`src/rtl/debug_uart_tx.sv`:
```
// debug_uart_tx: FIFO-fed UART transmitter (in: clk, res, wr_en, wdata; out: full, busy, tx, overflow); define DEBUG_UART_PARITY_EN for an even-parity bit
module debug_uart_tx #(
  parameter int CLK_FREQ   = 100000000,
  parameter int BAUD       = 115200,
  parameter int FIFO_DEPTH = 4
) (
  input  logic       clk,
  input  logic       res,
  input  logic       wr_en,
  input  logic [7:0] wdata,
  output logic       full,
  output logic       busy,
  output logic       tx,
  output logic       overflow
);
  localparam int DIV = CLK_FREQ / BAUD;
  localparam int AW  = $clog2(FIFO_DEPTH);
  localparam int CW  = $clog2(DIV + 1);
  typedef enum logic [2:0] {IDLE, START, DATA, PARITY, STOP} state_t;
  state_t        state;
  logic [7:0]    mem [FIFO_DEPTH];
  logic [AW:0]   wp, rp, wp_n, rp_n;
  logic [CW-1:0] cnt;
  logic [2:0]    idx;
  logic [7:0]    sh;
  logic          empty, tick, pop, we, idle_n, full_n, busy_n;
`ifdef DEBUG_UART_PARITY_EN
  logic          par;
`endif
  assign empty  = wp == rp;
  assign tick   = cnt == CW'(DIV - 1);
  assign pop    = !empty && (state == IDLE || (state == STOP && tick));
  assign we     = wr_en && (!full || pop);
  assign wp_n   = wp + {{AW{1'b0}}, we};
  assign rp_n   = rp + {{AW{1'b0}}, pop};
  assign full_n = (wp_n[AW] != rp_n[AW]) && (wp_n[AW-1:0] == rp_n[AW-1:0]);
  assign idle_n = empty && (state == IDLE || (state == STOP && tick));
  assign busy_n = !(idle_n && !we);
  always_ff @(posedge clk) begin
    if (!res && we) mem[wp[AW-1:0]] <= wdata;
  end
  always_ff @(posedge clk) begin
    if (res) begin
      state    <= IDLE;
      wp       <= '0;
      rp       <= '0;
      cnt      <= '0;
      idx      <= '0;
      sh       <= '0;
      tx       <= 1'b1;
      full     <= 1'b0;
      busy     <= 1'b0;
      overflow <= 1'b0;
`ifdef DEBUG_UART_PARITY_EN
      par      <= 1'b0;
`endif
    end else begin
      wp       <= wp_n;
      rp       <= rp_n;
      full     <= full_n;
      busy     <= busy_n;
      overflow <= overflow | (wr_en && full && !pop);
      cnt      <= (tick || state == IDLE) ? '0 : cnt + 1'b1;
      if (pop) begin
        sh <= mem[rp[AW-1:0]];
`ifdef DEBUG_UART_PARITY_EN
        par <= ^mem[rp[AW-1:0]];
`endif
      end
      case (state)
        IDLE: if (pop) begin
          state <= START;
          tx    <= 1'b0;
        end
        START: if (tick) begin
          state <= DATA;
          tx    <= sh[0];
        end
        DATA: if (tick) begin
          idx <= idx + 1'b1;
          sh  <= sh >> 1;
          if (idx == 3'd7) begin
`ifdef DEBUG_UART_PARITY_EN
            state <= PARITY;
            tx    <= par;
`else
            state <= STOP;
            tx    <= 1'b1;
`endif
          end else begin
            tx <= sh[1];
          end
        end
        PARITY: if (tick) begin
          state <= STOP;
          tx    <= 1'b1;
        end
        STOP: if (tick) begin
          state <= pop ? START : IDLE;
          tx    <= !pop;
        end
        default: state <= IDLE;
      endcase
    end
  end
endmodule
```
`config.mk`:
```
export PLATFORM = sky130hd
export DESIGN_NAME = debug_uart_tx
export DESIGN_NICKNAME = d
export VERILOG_FILES = /design/src/rtl/debug_uart_tx.sv
export SDC_FILE = /design/constraint.sdc
export NUM_CORES = 1
export LEC_CHECK = 0
export ABC_AREA = 1
export CAP_MARGIN = 20
export CORE_UTILIZATION = 50
export DETAILED_ROUTE_END_ITERATION = 8
export PLACE_DENSITY = 0.68
export SYNTH_ARGS = -nofsm -noshare
export SYNTH_HDL_FRONTEND = slang
export SYNTH_SLANG_ARGS = --single-unit
```
`constraint.sdc`:
```
create_clock -name clk -period 2.7 [get_ports clk]
set_input_delay 0.27 -clock clk [delete_from_list [all_inputs] [get_ports clk]]
set_output_delay 0.27 -clock clk [all_outputs]
set_load 0.05 [all_outputs]
```
# After elaboration in Yosys (flattened, before gate mapping)
# Memories as Yosys holds them, arrays and structs flattened. A register that Yosys moved wholly into a read port is not among the register bits.
# Cells that the tools add are included.
[totals] mem_count=1 wordCells=76 inputBits=11 ff_bits=34 output_inout_bits=4 mem_bits_rw=32
[op_classes] bitwise=1 n_mux=21 add_sub_neg=4 eq_ne=15 n_reduce_logical=24
[mem_list] memory="mem" depth=4 word_bits=8 read_ports=1 rd_ports_with_merged_regs=1 wr=1 line="21" source="logic [7:0] mem [FIFO_DEPTH];"
[op_table] operator="8-bit 2-to-1 mux" n=3
[op_table] operator="3-bit 2-to-1 mux" n=6
[op_table] operator="3-bit one-hot mux with 5 select lines" n=1
[op_table] operator="2-bit != test, second input constant" n=6
[op_table] operator="6-bit AND reduction" n=2
[op_table] operator="10-bit by 1-bit adder with 10-bit output, second input constant" n=1
[op_table] operator="10-bit == test, second input constant" n=1
[op_table] operator="1-bit logical AND" n=9
[op_table] operator="1-bit 2-to-1 mux" n=9
[op_table] operator="3-bit by 1-bit adder with 3-bit output" n=2
[op_table] operator="3-bit by 2-bit == test with 1-bit output, second input constant" n=2
[op_table] operator="3-bit == test, second input constant" n=2
[op_table] operator="1-bit zero test" n=6
[op_table] operator="1-bit one-hot mux with 5 select lines" n=1
[op_table] operator="5-bit nonzero test" n=1
[op_table] operator="3-bit by 1-bit adder with 3-bit output, second input constant" n=1
[op_table] operator="3-bit by 1-bit == test with 1-bit output, second input constant" n=1
[op_table] operator="3-bit == test" n=1
[op_table] operator="3-bit zero test" n=1
[op_table] operator="1-bit logical OR" n=3
[op_table] operator="2-bit == test" n=1
[op_table] operator="2-bit 2-to-1 mux" n=1
[op_table] operator="2-bit AND reduction" n=1
[op_table] operator="2-bit OR reduction" n=1
[op_table] operator="2 further kinds" n=2

# Logic depth before layout (Yosys ltp)
[logic_depth] depth_word=9 mapped_depth=15 mapped_depth_nobuf=13

# Worst setup path before layout
# No wires, ideal clock.
[synth_timing] path_type="flip-flop to flip-flop" startpoint="register rp[1]" endpoint="register full" t_required_ns=2.622 n_path_buf=2 stages_incl_launch_ff=16 period_less_slack_ns=2.023 path_slack_ns=0.677 arrival_ns=1.945 setup_ns=0.078 cell_sequence="dfxtp_1 -> buf_6 -> inv_4 -> nand2_1 -> nand2_1 -> nor2_4 -> nand2_4 -> nand2_4 -> buf_6 -> a21oi_1 -> ha_1 -> ha_1 -> inv_1 -> a21oi_1 -> o21ai_0 -> nor3_1"
[synth_between] elab_chain_cells=8 elab_cells_between_ends=10 classes_between="add/sub (2); eq/ne (3); reduce/logical (5)"
[synth_lines] item="start, declared" line="22" source="logic [AW:0] wp, rp, wp_n, rp_n;"
[synth_lines] item="start signal, assigned" line="59" source="rp <= rp_n;"
[synth_lines] item="3-bit == test" line="30" source="assign empty = wp == rp;"
[synth_lines] item="1-bit zero test" line="32" source="assign pop = !empty && (state == IDLE || (state == STOP && tick));"
[synth_lines] item="1-bit logical AND" line="32"
[synth_lines] item="1-bit logical OR" line="33" source="assign we = wr_en && (!full || pop);"
[synth_lines] item="1-bit logical AND" line="33"
[synth_lines] item="3-bit by 1-bit adder with 3-bit output" line="34" source="assign wp_n = wp + {{AW{1'b0}}, we};"
[synth_lines] item="via wp_n[1]" line="22"
[synth_lines] item="2-bit == test" line="36" source="assign full_n = (wp_n[AW] != rp_n[AW]) && (wp_n[AW-1:0] == rp_n[AW-1:0]);"
[synth_lines] item="1-bit logical AND" line="36"
[synth_lines] item="end signal, assigned" line="60" source="full <= full_n;"
[synth_lines] item="end, declared" line="11" source="output logic full,"
# The timed path passes the listed nets, and every way through them passes these cells.
# A chain may end at the register's enable or synchronous reset.

# Worst setup path after layout
[layout_timing] startpoint="register rp[0]" endpoint="register full"
# Same word-level chain as after synthesis.

==> metrics.cfg <==
[outcome]
status = complete, no violations

[synth]
synth_compound_area_share_pct = 4.96
synth_most_common_cell = nand2_1
synth_mux_area_share_pct = 0.339
synth-adder-area-share_pct = 2.97
synthTopCellsByArea = edfxtp_1, dfxtp_1, nand2_1, nand3_1, inv_1
synth-simple-area-share_pct = 28.1
synth.distinct_cells = 32
syn-num-nets = 347
synth.avg_cell_area_sq_um = 8.97
synth_ff_type = dfxtp_1
ys_seq_elements = 66
synth_top_cell_by_area = edfxtp_1
async_flop_share_pct = 0
synthXorXnorAreaFrac_pct = 1.48
synth_edf_count = 32
synth_top_family_by_area = simple AND/OR/NAND/NOR gates
synth_area_sq_um = 2950
yosys_warnings = 0
synth_sequential_area_ratio_pct = 55.6
synthCells = 329
synth_top_area_share_pct = 32.6
synth_commonest_cells = nand2_1, nand3_1, dfxtp_1

[detailed_routing]
ant_nets = 0
wl_per_cell_um = 12.1
vias = 2148
drt_wl_total_mm = 5.22
drc = 0
drt_iter0_markers = 126
viasPerCell = 4.97
first_pass_iters = 4

[critical_path]
arrival_ps = 2420
required_ps = 2960
r2r_end = full
reg2reg_from = rp[0]
cp-start-kind = register
r2r_cells = 13
regToRegSetupSlack_ps = 540
crit_cells = 13
crit_start = rp[0]
cp_slowest_cell = dfxtp_1
endpoint = full
cp-end-kind = register
critPathBufInv = 2
path_delay_family = simple AND/OR/NAND/NOR gates
worstPathMaxFanout = 18
critPathKind = reg2reg
max_stage_delay_ps = 340
timing.critical_path.cells = buf_4 -> nand2_1 -> nand2_2 -> nor2_4 -> nand2_4 -> nand2_4 -> a21oi_1 -> ha_1 -> ha_1 -> inv_1 -> a21oi_1 -> o21ai_0 -> nor3_1

[timing]
tightest_slew_ps = 503
setup_violations = 0
finClkSkew_ps = 8.90
timing.hold.ws_ps = 446
finalHoldViolations = 0
relSlewSlack_pct = 66.4
layout_min_cycle_time_ps = 2160
rsz0062_at_grt = false
drv_slew = 0
fmax_mhz = 463
period_share_pct = 80.0
fin_tns_setup_ps = 0
finalWorstSetupSlack_ps = 541

[power_and_ir_drop]
ir_worst_vdd_mv = 0.550
total_leakage_power_nw = 1.38
powerDensity_nw_per_um2 = 887
p_total_mw = 2.99

[final_layout]
fin_util_pct = 60.1
nets = 373
insertedDiodeCount = 0
drive_gt1_share_pct = 11.7
fill_cells = 502
fin_cells = 432
syn2layout_area_growth_pct = 14.2
final_cell_area_sq_um = 3370

[floorplanning]
die_w_um = 78.8
io_pins = 15
die_area_sq_um = 6210
core_sq_um = 5610
start_util_pct = 52.6
die-height_um = 78.8
rows = 27

[global_routing]
grt_max_degree = 19
grt_use_total_pct = 19.3
grt_pass1_wl_mm = 8.94
grt_overflow = 0
antenna_found_initial = 0
grt_pass1_vias = 1999

[cts]
postCtsSetupBuffers = 0
hold_buffers = 0
cts_buffers = 9
clk_pin_slew_ps = 70
htreeDepth = 3
cts.path.max_buffers = 2
cts_tree = done
cts_resized = 0
clock_latency_ps = 340
cts-root-buf = clkbuf_8
cts_sinks = 66

[place]
gp_congestion = 0.848
hpwl_mm = 3.70
dp_slack_ps = 545
port_buffers = 14
dp.cells = 416
place_area_sq_um = 3190

[job]
maxCapViolCount = 0

[hold_path]
hp-class = reg2reg

## how the worst min path moves through the flow
| stage | depth (start not counted) | startpoint | end | slack [ps] |
|---|---|---|---|---|
| floorplan | 2 | res | tx | 370 |
| global placement | 1 | cnt[0] | cnt[0] | 430 |
| detailed placement | 2 | sh[6] | sh[5] | 440 |
| CTS | 2 | sh[3] | sh[2] | 450 |
| global route | 1 | cnt[0] | cnt[0] | 470 |
| finish | 2 | sh[3] | sh[2] | 450 |
## layout make-up
type | count | area [sq um] | area share (%)
tap | 72 | 90.1 | 2.67
clock inverter | 2 | 12.5 | 0.371
inverter | 37 | 144 | 4.27
sequential | 66 | 1640 | 48.7
multi-input combinational | 220 | 1120 | 33.1
timing repair buffer | 21 | 193 | 5.72
clock buffer | 14 | 173 | 5.12
## flip-flops by register name, indices dropped and copies added, names as in the netlist
register	flops
tx	1
wp	3
cnt	10
busy	1
full	1
rp	3
overflow	1
sh	8
mem	32
state	3
idx	3
## where the power goes
part | leakage [nW] | switching (mW) | internal (mW)
Sequential | 0.568 | 0.0769 | 1.17
Combinational | 0.715 | 0.652 | 0.341
Clock | 0.0927 | 0.343 | 0.408
## routing by layer
layer  routed length [um]  up-vias  part of all wire (%)  GRT usage [%]
met5                    0        -                     0              0
met4                   75        0                   1.4           8.18
met3                  199        6                   3.8           6.67
met2                 2430       43                    47           30.5
met1                 2510      966                    48           24.1
li1                     -     1133                     -              -
## worst register-to-register path, stage by stage (launching register included)
cell and delay, ps:
dfxtp_1 340, buf_4 200, nand2_1 90, nand2_2 60, nor2_4 150, nand2_4 100, nand2_4 190, a21oi_1 90
ha_1 190, ha_1 270, inv_1 60, a21oi_1 100, o21ai_0 90, nor3_1 150
## logic make-up after synthesis
| family | Yosys count |
|---|---|
| and+or+nand+nor | 183 |
| DFF | 66 |
| adders and majority gates | 7 |
| AOI/OAI and AO/OA | 24 |
| muxes | 1 |
| xor gates and xnor gates | 5 |
| buffers and inverters | 43 |
## placed cells by master, fill, tap and decap left out, types with 3 or more instances in the layout
master           netlist  final
nand2_1               93     93
nand3_1               36     36
dfxtp_1               34     34
edfxtp_1              32     32
inv_1                 29     29
nor2_1                29     29
clkdlybuf4s50_1        0     14
clkbuf_8               0     12
a21oi_1                9      9
ha_1                   7      7
buf_4                  0      7
o21ai_0                6      6
nor3_1                 5      5
inv_2                  4      4
xnor2_1                4      4
nor3b_1                4      4
nand3_2                3      3
nand2_4                3      3
nand4_1                3      3
No activity file was read; power rests on OpenSTA's default activity.
